File: src/rtl/crc_stream_engine.sv
// Streaming CRC engine: folds one DATA_W-bit word per cycle into a parametrised CRC
// and presents one finalised result per frame on a valid/ready output.
module crc_stream_engine #(
    parameter int          CRC_W       = 32,
    parameter logic [63:0] POLY        = 64'h0000_0000_04C1_1DB7,
    parameter logic [63:0] INIT        = 64'h0000_0000_FFFF_FFFF,
    parameter logic [63:0] XOR_OUT     = 64'h0000_0000_FFFF_FFFF,
    parameter bit          REFLECT_IN  = 1'b1,
    parameter bit          REFLECT_OUT = 1'b1,
    parameter int          DATA_W      = 32,
    localparam int         LANES       = DATA_W / 8,
    localparam int         NB_W        = (LANES > 1) ? $clog2(LANES) : 1
) (
    input  logic              clk,
    input  logic              rst,
    input  logic              in_valid,
    output logic              in_ready,
    input  logic [DATA_W-1:0] in_data,
    input  logic              in_last,
    input  logic [NB_W-1:0]   in_nbytes,
    output logic              out_valid,
    input  logic              out_ready,
    output logic [CRC_W-1:0]  out_crc,
    output logic              busy
);

    localparam logic [CRC_W-1:0] POLY_T = POLY[CRC_W-1:0];
    localparam logic [CRC_W-1:0] INIT_T = INIT[CRC_W-1:0];
    localparam logic [CRC_W-1:0] XOR_T  = XOR_OUT[CRC_W-1:0];

    typedef enum logic [1:0] {
        IDLE  = 2'd0,
        ACCUM = 2'd1,
        DONE  = 2'd2
    } state_t;

    state_t             state;
    state_t             state_next;
    logic [CRC_W-1:0]   crc_q;
    logic [CRC_W-1:0]   seed;
    logic [CRC_W-1:0]   crc_next;
    logic [CRC_W-1:0]   crc_final;
    logic [LANES-1:0]   lane_en;
    logic               accept;

    // Non-reflected shift register; REFLECT_IN only changes the order bits are fed in.
    function automatic logic [CRC_W-1:0] fold(input logic [CRC_W-1:0] seed_in,
                                              input logic [DATA_W-1:0] data,
                                              input logic [LANES-1:0]  en);
        logic [CRC_W-1:0] c;
        logic             din;
        logic             fb;
        c = seed_in;
        for (int k = 0; k < LANES; k++) begin
            if (en[k]) begin
                for (int b = 0; b < 8; b++) begin
                    din = REFLECT_IN ? data[8*k + b] : data[8*k + 7 - b];
                    fb  = c[CRC_W-1] ^ din;
                    c   = {c[CRC_W-2:0], 1'b0} ^ (fb ? POLY_T : '0);
                end
            end
        end
        return c;
    endfunction

    function automatic logic [CRC_W-1:0] reverse(input logic [CRC_W-1:0] v);
        logic [CRC_W-1:0] r;
        for (int i = 0; i < CRC_W; i++) begin
            r[i] = v[CRC_W-1-i];
        end
        return r;
    endfunction

    assign in_ready  = (state != DONE) || out_ready;
    assign accept    = in_valid && in_ready;
    assign out_valid = (state == DONE);
    assign busy      = (state == ACCUM);

    // NOTE: every variable driven here gets a default first so no latch is inferred.
    always_comb begin
        lane_en = '0;
        for (int k = 0; k < LANES; k++) begin
            lane_en[k] = !in_last || (in_nbytes == '0) || (k < int'(in_nbytes));
        end
        seed      = (state == ACCUM) ? crc_q : INIT_T;
        crc_next  = fold(seed, in_data, lane_en);
        crc_final = (REFLECT_OUT ? reverse(crc_next) : crc_next) ^ XOR_T;
    end

    always_comb begin
        state_next = state;
        case (state)
            IDLE: begin
                if (accept) state_next = in_last ? DONE : ACCUM;
            end
            ACCUM: begin
                if (accept && in_last) state_next = DONE;
            end
            DONE: begin
                // A word accepted while draining opens the next frame without a bubble.
                if (out_ready) state_next = accept ? (in_last ? DONE : ACCUM) : IDLE;
            end
            default: state_next = IDLE;
        endcase
    end

    // NOTE: sequential state uses non-blocking assignments so all registers update together.
    always_ff @(posedge clk) begin
        if (rst) begin
            state   <= IDLE;
            crc_q   <= INIT_T;
            out_crc <= '0;
        end else begin
            state <= state_next;
            if (accept) begin
                crc_q <= crc_next;
                if (in_last) out_crc <= crc_final;
            end
        end
    end

endmodule

File: config.mk
export PLATFORM = sky130hd
export DESIGN_NAME = crc_stream_engine
export DESIGN_NICKNAME = d
export VERILOG_FILES = /design/src/rtl/crc_stream_engine.sv
export SDC_FILE = /design/constraint.sdc
export NUM_CORES = 1
export LEC_CHECK = 0
export CORE_MARGIN = 10
export CORE_UTILIZATION = 25
export CTS_BUF_LIST = sky130_fd_sc_hd__clkbuf_4
export DETAILED_ROUTE_END_ITERATION = 8
export PLACE_DENSITY = 0.52
export SETUP_SLACK_MARGIN = 0.02
export SYNTH_ARGS = -nofsm -noshare
export SYNTH_HDL_FRONTEND = slang
export SYNTH_SLANG_ARGS = --single-unit
export TNS_END_PERCENT = 30
File: constraint.sdc
create_clock -name clk -period 6.7 [get_ports clk]
set_input_delay 1.675 -clock clk [delete_from_list [all_inputs] [get_ports clk]]
set_output_delay 1.675 -clock clk [all_outputs]
set_load 0.05 [all_outputs]
==> results of run 1 <==
## Yosys cell counts (9+ instances only)
master    number
xor2_1        62
nand2_1       75
xnor2_2       10
mux2i_1       16
clkbuf_1      39
a211oi_1      16
xnor2_1      150
buf_2         14
o21ai_0       28
dfxtp_1       66
a21oi_1       64
nand3_1        9
nor3_1        22
nor2_1       102
xnor3_1       37
## worst max-delay path, delay by kind of cell
kind / cells / cell delay (ns)
and+or+nand+nor: 2 / 0.75
xor gates and xnor gates: 7 / 2.26
buffers and inverters: 3 / 0.97
AOI/OAI and AO/OA: 5 / 1.05
## through the flow
stage	std cells	setup WS [ns]	hold slack, ns	util (%)
after floorplan	910	0.614	0.436	-
after CTS	1473	0.377	0.469	31.2
after global routing	1473	0.0573	0.495	31.2
final	1473	0.327	0.465	31.2
after detailed placement	1457	-0.0650	0.451	30.6
after global placement	1457	-0.0609	0.447	30.6
## layout by cell type (no fill, tap or decap), types with 8 or more instances in the layout
master,count
a211oi_1,16
nor2_1,101
clkbuf_4,9
mux2i_1,16
xnor2_1,150
o21ai_0,28
dfxtp_1,66
xnor2_4,8
buf_4,98
a21oi_1,64
clkdlybuf4s50_1,72
nand2_1,75
nand3_1,9
nor3_1,22
xnor3_1,37
a211o_1,8
xor2_1,62
xnor2_2,10
## metal layers
| metal | vias to the layer above | share of wire, % | global-route usage [%] | wire [um] |
|---|---|---|---|---|
| met3 | 23 | 3.1 | 1.81 | 893 |
| met4 | 0 | 1.3 | 2.65 | 377 |
| met1 | 3298 | 47 | 18.6 | 13700 |
| met2 | 131 | 49 | 24.4 | 14200 |
| li1 | 3352 | - | - | - |
| met5 | - | 0 | 0 | 0 |
## flip-flops by register name (all words and copies together), names as in the netlist
name,flops
out_crc,32
crc_q,32
state,2
## final timing paths
check / from / to / slack (ns) / cells past startpoint
worst max register to register: state[1]$_SDFFE_PP0P_ / crc_q[27]$_SDFFE_PP1P_ / 1.01 / 17
worst min register to register: out_crc[16]$_SDFFE_PP0P_ / out_crc[16]$_SDFFE_PP0P_ / 0.47 / 2
worst max-delay path: in_data[4] / crc_q[27]$_SDFFE_PP1P_ / 0.33 / 17
worst min-delay path: out_crc[16]$_SDFFE_PP0P_ / out_crc[16]$_SDFFE_PP0P_ / 0.47 / 2
## final cells by class
class | instances | area (um2)
Sequential cell | 66 | 1320
Multi-Input combinational cell | 774 | 6540
Clock inverter | 7 | 141
Clock buffer | 9 | 67.6
Timing Repair Buffer | 171 | 1460
Tap cell | 442 | 553
Fill cell | 3479 | 22300
Inverter | 4 | 15.0
## kinds of logic after synthesis
logic type             Yosys count
AO/OA/AOI/OAI                  191
XOR/XNOR                       295
buffers and inverters           70
flip-flops                      66
multiplexers                    19
AND/OR/NAND/NOR                269
==> results.json, run 1 <==
{
  "status": "complete, no violations",
  "critPathSlowestCell": "clkdlybuf4s50_1",
  "nets": 1065,
  "ioPinCount": 74,
  "placed_cell_area_um2": 9890,
  "max_freq_ghz": 0.157,
  "crit_path_max_fanout": 5,
  "die_y_um": 201,
  "yosysWarnings": 0,
  "drive_above_1_share_pct": 18.8,
  "final.setup.tns_ns": 0,
  "synth_edf_count": 0,
  "hpwl_um": 24100,
  "antenna_found_initial": 0,
  "slew_headroom_pct": 46.0,
  "synth_seq_area_share_pct": 16.2,
  "synth_top_area_cell": "dfxtp_1",
  "grt_pass1_vias": 6867,
  "cts.path.max_buffers": 2,
  "synthSimpleGateAreaFrac_pct": 16.0,
  "period_share_pct": 95.1,
  "cts_made_buffers": 9,
  "cts_root_buf": "clkbuf_4",
  "die_x_um": 201,
  "core_um2": 32400,
  "yosys.area_share.xor_xnor_pct": 45.3,
  "clock_sinks": 66,
  "drt_iter0_drc": 535,
  "synth_compound_area_share_pct": 16.2,
  "crit_chain": "clkdlybuf4s50_1 -> xor2_1 -> o21a_1 -> or4_1 -> and2_1 -> buf_4 -> xnor2_1 -> xnor3_1 -> a21oi_1 -> xnor2_1 -> xnor2_1 -> o21ai_2 -> xnor3_2 -> xnor3_1 -> a211oi_1 -> buf_4 -> o21bai_1",
  "clock_latency_ns": 0.43,
  "cp_common_cell": "xnor2_1",
  "required_ns": 7.03,
  "wl_per_cell_um": 19.8,
  "postCtsSetupRepairBufs": 0,
  "drc": 0,
  "worst_pin_slew_ns": 0.809,
  "synth.distinct_cells": 83,
  "track_usage_pct": 14.2,
  "port_buffers": 73,
  "setup_viol": 0,
  "synth_top_family_by_area": "XOR/XNOR gates",
  "skew_ns": 0.00982,
  "drv_slew": 0,
  "vias": 6804,
  "min_period_ns": 6.37,
  "antenna_left": 0,
  "endpoint_kind": "flip-flop",
  "cp_data_arrival_time_ns": 6.70,
  "via_per_inst": 4.62,
  "synth_mux_area_share_pct": 2.51,
  "avgSynthCellArea_um2": 8.99,
  "synth_flop_cell": "dfxtp_1",
  "place_congestion": 0.878,
  "ys_seq_elements": 66,
  "postCtsHoldBufs": 0,
  "htreeDepth": 3,
  "drt_first_pass_iters": 5,
  "grt_pass1_wl_um": 44000,
  "syn_area_um2": 8180,
  "design_area_um2": 10100,
  "syn2layout_area_growth_pct": 23.5,
  "num_rows": 66,
  "synth_fa_ha_area_share_pct": 0,
  "cts-resized-gates": 0,
  "rsz0062_at_grt": "no",
  "crit_type": "input pin to flip-flop",
  "drt_wl_total_um": 29200,
  "hold_viol_final": 0,
  "yosysTopAreaCellShare_pct": 16.2,
  "antenna_cells": 0,
  "maxCapViolCount": 0,
  "max_stage_delay_ns": 0.60,
  "start_kind": "input pin",
  "syn_nets": 949,
  "cts_tree": "done",
  "grt-ovfl-total": 0,
  "grt_max_degree": 69,
  "min_path_type": "flip-flop to flip-flop",
  "die_area_um2": 40400,
  "clk_pin_slew_worst_paths_ns": 0.12,
  "synthCells": 910,
  "start_util_pct": 25.3,
  "synth-async-reset-ratio_pct": 0,
  "synthTopCellsByArea": "dfxtp_1 16%, xnor2_1 16%, xnor3_1 10%"
}
Power of run 1 is left out: the tool's default activity adds up to more than one toggle a clock period on the data nets, which glitch-free logic cannot reach.
==> run 2, diff against run 1 <==
==> constraint.sdc (replaced) <==
create_clock -name clk -period 6.7 [get_ports clk]
set_input_delay 1.675 -clock clk [delete_from_list [all_inputs] [get_ports clk]]
set_output_delay 1.675 -clock clk [all_outputs]
set_load 0.1 [all_outputs]
==> run 2 against run 1 <==
Against the previous run: setup slack improved by 0.065 ns; final cell count rose by 0.14%; count of clock-buffer cells in the layout is the same; critical path type unchanged.
==> results.json, run 2 (synthesized netlist as in run 1, its figures left out) <==
{
  "min_from": "out_crc[12]$_SDFFE_PP0P_",
  "htreeDepth": 3,
  "setup_viol": 0,
  "worst_hold_slack_ns": 0.461,
  "cp_data_arrival_time_ns": 6.69,
  "r2r-start": "state[1]$_SDFFE_PP0P_",
  "required_ns": 7.08,
  "ioPinCount": 74,
  "grt-ovfl-total": 0,
  "min_path_type": "flip-flop to flip-flop",
  "hold_depth": 2,
  "critPathSlowestCell": "clkdlybuf4s50_1",
  "slew_headroom_pct": 31.5,
  "cts-resized-gates": 0,
  "fin_util_pct": 31.0,
  "clock_latency_ns": 0.44,
  "antenna_cells": 0,
  "top_signal_layer_used": "met4",
  "drive_above_1_share_pct": 19.1,
  "postCtsHoldBufs": 0,
  "endpoint_kind": "flip-flop",
  "cts_tree": "done",
  "syn2layout_area_growth_pct": 22.7,
  "grt_pass1_wl_um": 42900,
  "cts.path.max_buffers": 2,
  "die_area_um2": 40400,
  "cts_made_buffers": 9,
  "final_cell_mix": "150 x xnor2_1, 102 x buf_4, 101 x nor2_1",
  "max_stage_delay_ns": 0.58,
  "vias": 6903,
  "reg2reg_depth": 17,
  "skew_ns": 0.0245,
  "start_util_pct": 25.3,
  "drt_wl_total_um": 29100,
  "period_share_pct": 94.1,
  "min_period_ns": 6.31,
  "crit_buf_inv": 2,
  "hold_viol_final": 0,
  "worst_pin_slew_ns": 1.02,
  "rsz0062_at_grt": "no",
  "cp_top_family": "XOR/XNOR gates",
  "drt_iter0_drc": 487,
  "wl_met1_um": 13400,
  "die_y_um": 201,
  "crit_chain": "clkdlybuf4s50_1 -> xor2_1 -> o21a_1 -> or4_1 -> and2_1 -> buf_4 -> xnor2_1 -> xnor3_1 -> a21oi_1 -> xnor2_1 -> xnor2_1 -> o21ai_2 -> xnor3_2 -> xnor2_4 -> xnor2_1 -> o211ai_1 -> o31a_1",
  "max_freq_ghz": 0.159,
  "grt_pass1_vias": 6732,
  "min_to": "out_crc[12]$_SDFFE_PP0P_",
  "hpwl_um": 24100,
  "antenna_found_initial": 0,
  "start_kind": "input pin",
  "drv_slew": 0,
  "postCtsSetupRepairBufs": 0,
  "reg2reg_slack_ns": 1.06,
  "nets": 1068,
  "final_common_cell": "xnor2_1",
  "port_buffers": 73,
  "wl_met3_um": 1110,
  "regToRegEndpoint": "crc_q[24]$_SDFFE_PP1P_",
  "cts_root_buf": "clkbuf_4",
  "via_per_inst": 4.68,
  "clk_pin_slew_worst_paths_ns": 0.11,
  "core_um2": 32400,
  "crit_type": "input pin to flip-flop",
  "drc": 0,
  "status": "complete, no violations",
  "top_regs": "crc_q x32, out_crc x32, state x2",
  "clock_sinks": 66,
  "wl_per_cell_um": 19.7,
  "track_usage_pct": 13.9,
  "wl_met2_um": 14100,
  "grt_max_degree": 69,
  "num_rows": 66,
  "crit_path_max_fanout": 5,
  "place_congestion": 0.898,
  "maxCapViolCount": 0,
  "antenna_left": 0,
  "drt_first_pass_iters": 5,
  "cp_common_cell": "xnor2_1",
  "die_x_um": 201
}
==> run 2: changes by cell type in the layout (fill, tap and decap cells not counted), sizes merged <==
cell           change
bufinv             -3
buf                +4
clkdlybuf4s50      -1
clkinv             +3
clkinvlp           -1
==> run 2: worst max-delay path by stage <==
| stage | from | end | slack, ns | cells after the start |
|---|---|---|---|---|
| 2_1_floorplan | in_data[1] | crc_q[5]$_SDFFE_PP1P_ | 0.61 | 17 |
| 3_3_place_gp | in_data[4] | crc_q[27]$_SDFFE_PP1P_ | -0.05 | 17 |
| 3_5_place_dp | in_data[4] | crc_q[27]$_SDFFE_PP1P_ | -0.01 | 17 |
| 4_1_cts | in_data[1] | crc_q[4]$_SDFFE_PP1P_ | 0.42 | 16 |
| 5_1_grt | in_data[1] | crc_q[4]$_SDFFE_PP1P_ | 0.13 | 16 |
| 6_report | in_data[4] | crc_q[24]$_SDFFE_PP1P_ | 0.39 | 17 |
==> run 2: tightest hold or removal path, cell delays in order, from the launching register on <==
cell and delay [ns]:
dfxtp_1 0.32, nand2_1 0.05, a21oi_1 0.05
==> run 2: final cells by class <==
class                           instances  area, um2
Tap cell                              442        553
Clock buffer                            9       67.6
Timing Repair Buffer                  174       1480
Clock inverter                          6       58.8
Inverter                                4       15.0
Multi-Input combinational cell        774       6540
Fill cell                            3443      22300
Sequential cell                        66       1320
==> run 2: per-stage QoR <==
step           setup TNS, ns  setup slack [ns]  area [um2]  std cells
2_1_floorplan              0             0.614        8180        910
4_1_cts                    0             0.422       10000       1475
5_1_grt                    0             0.134       10000       1475
3_3_place_gp         -0.0484           -0.0474        9910       1460
6_report                   0             0.392       10000       1475
3_5_place_dp         -0.0350           -0.0131        9910       1460
==> run 2: layer usage <==
layer / track usage (%) / vias to the layer above
met5: 0 / -
met4: 2.68 / 0
met3: 1.82 / 24
met2: 23.6 / 162
met1: 18.4 / 3349
li1: - / 3368
Power of run 2 is left out for the same reason.
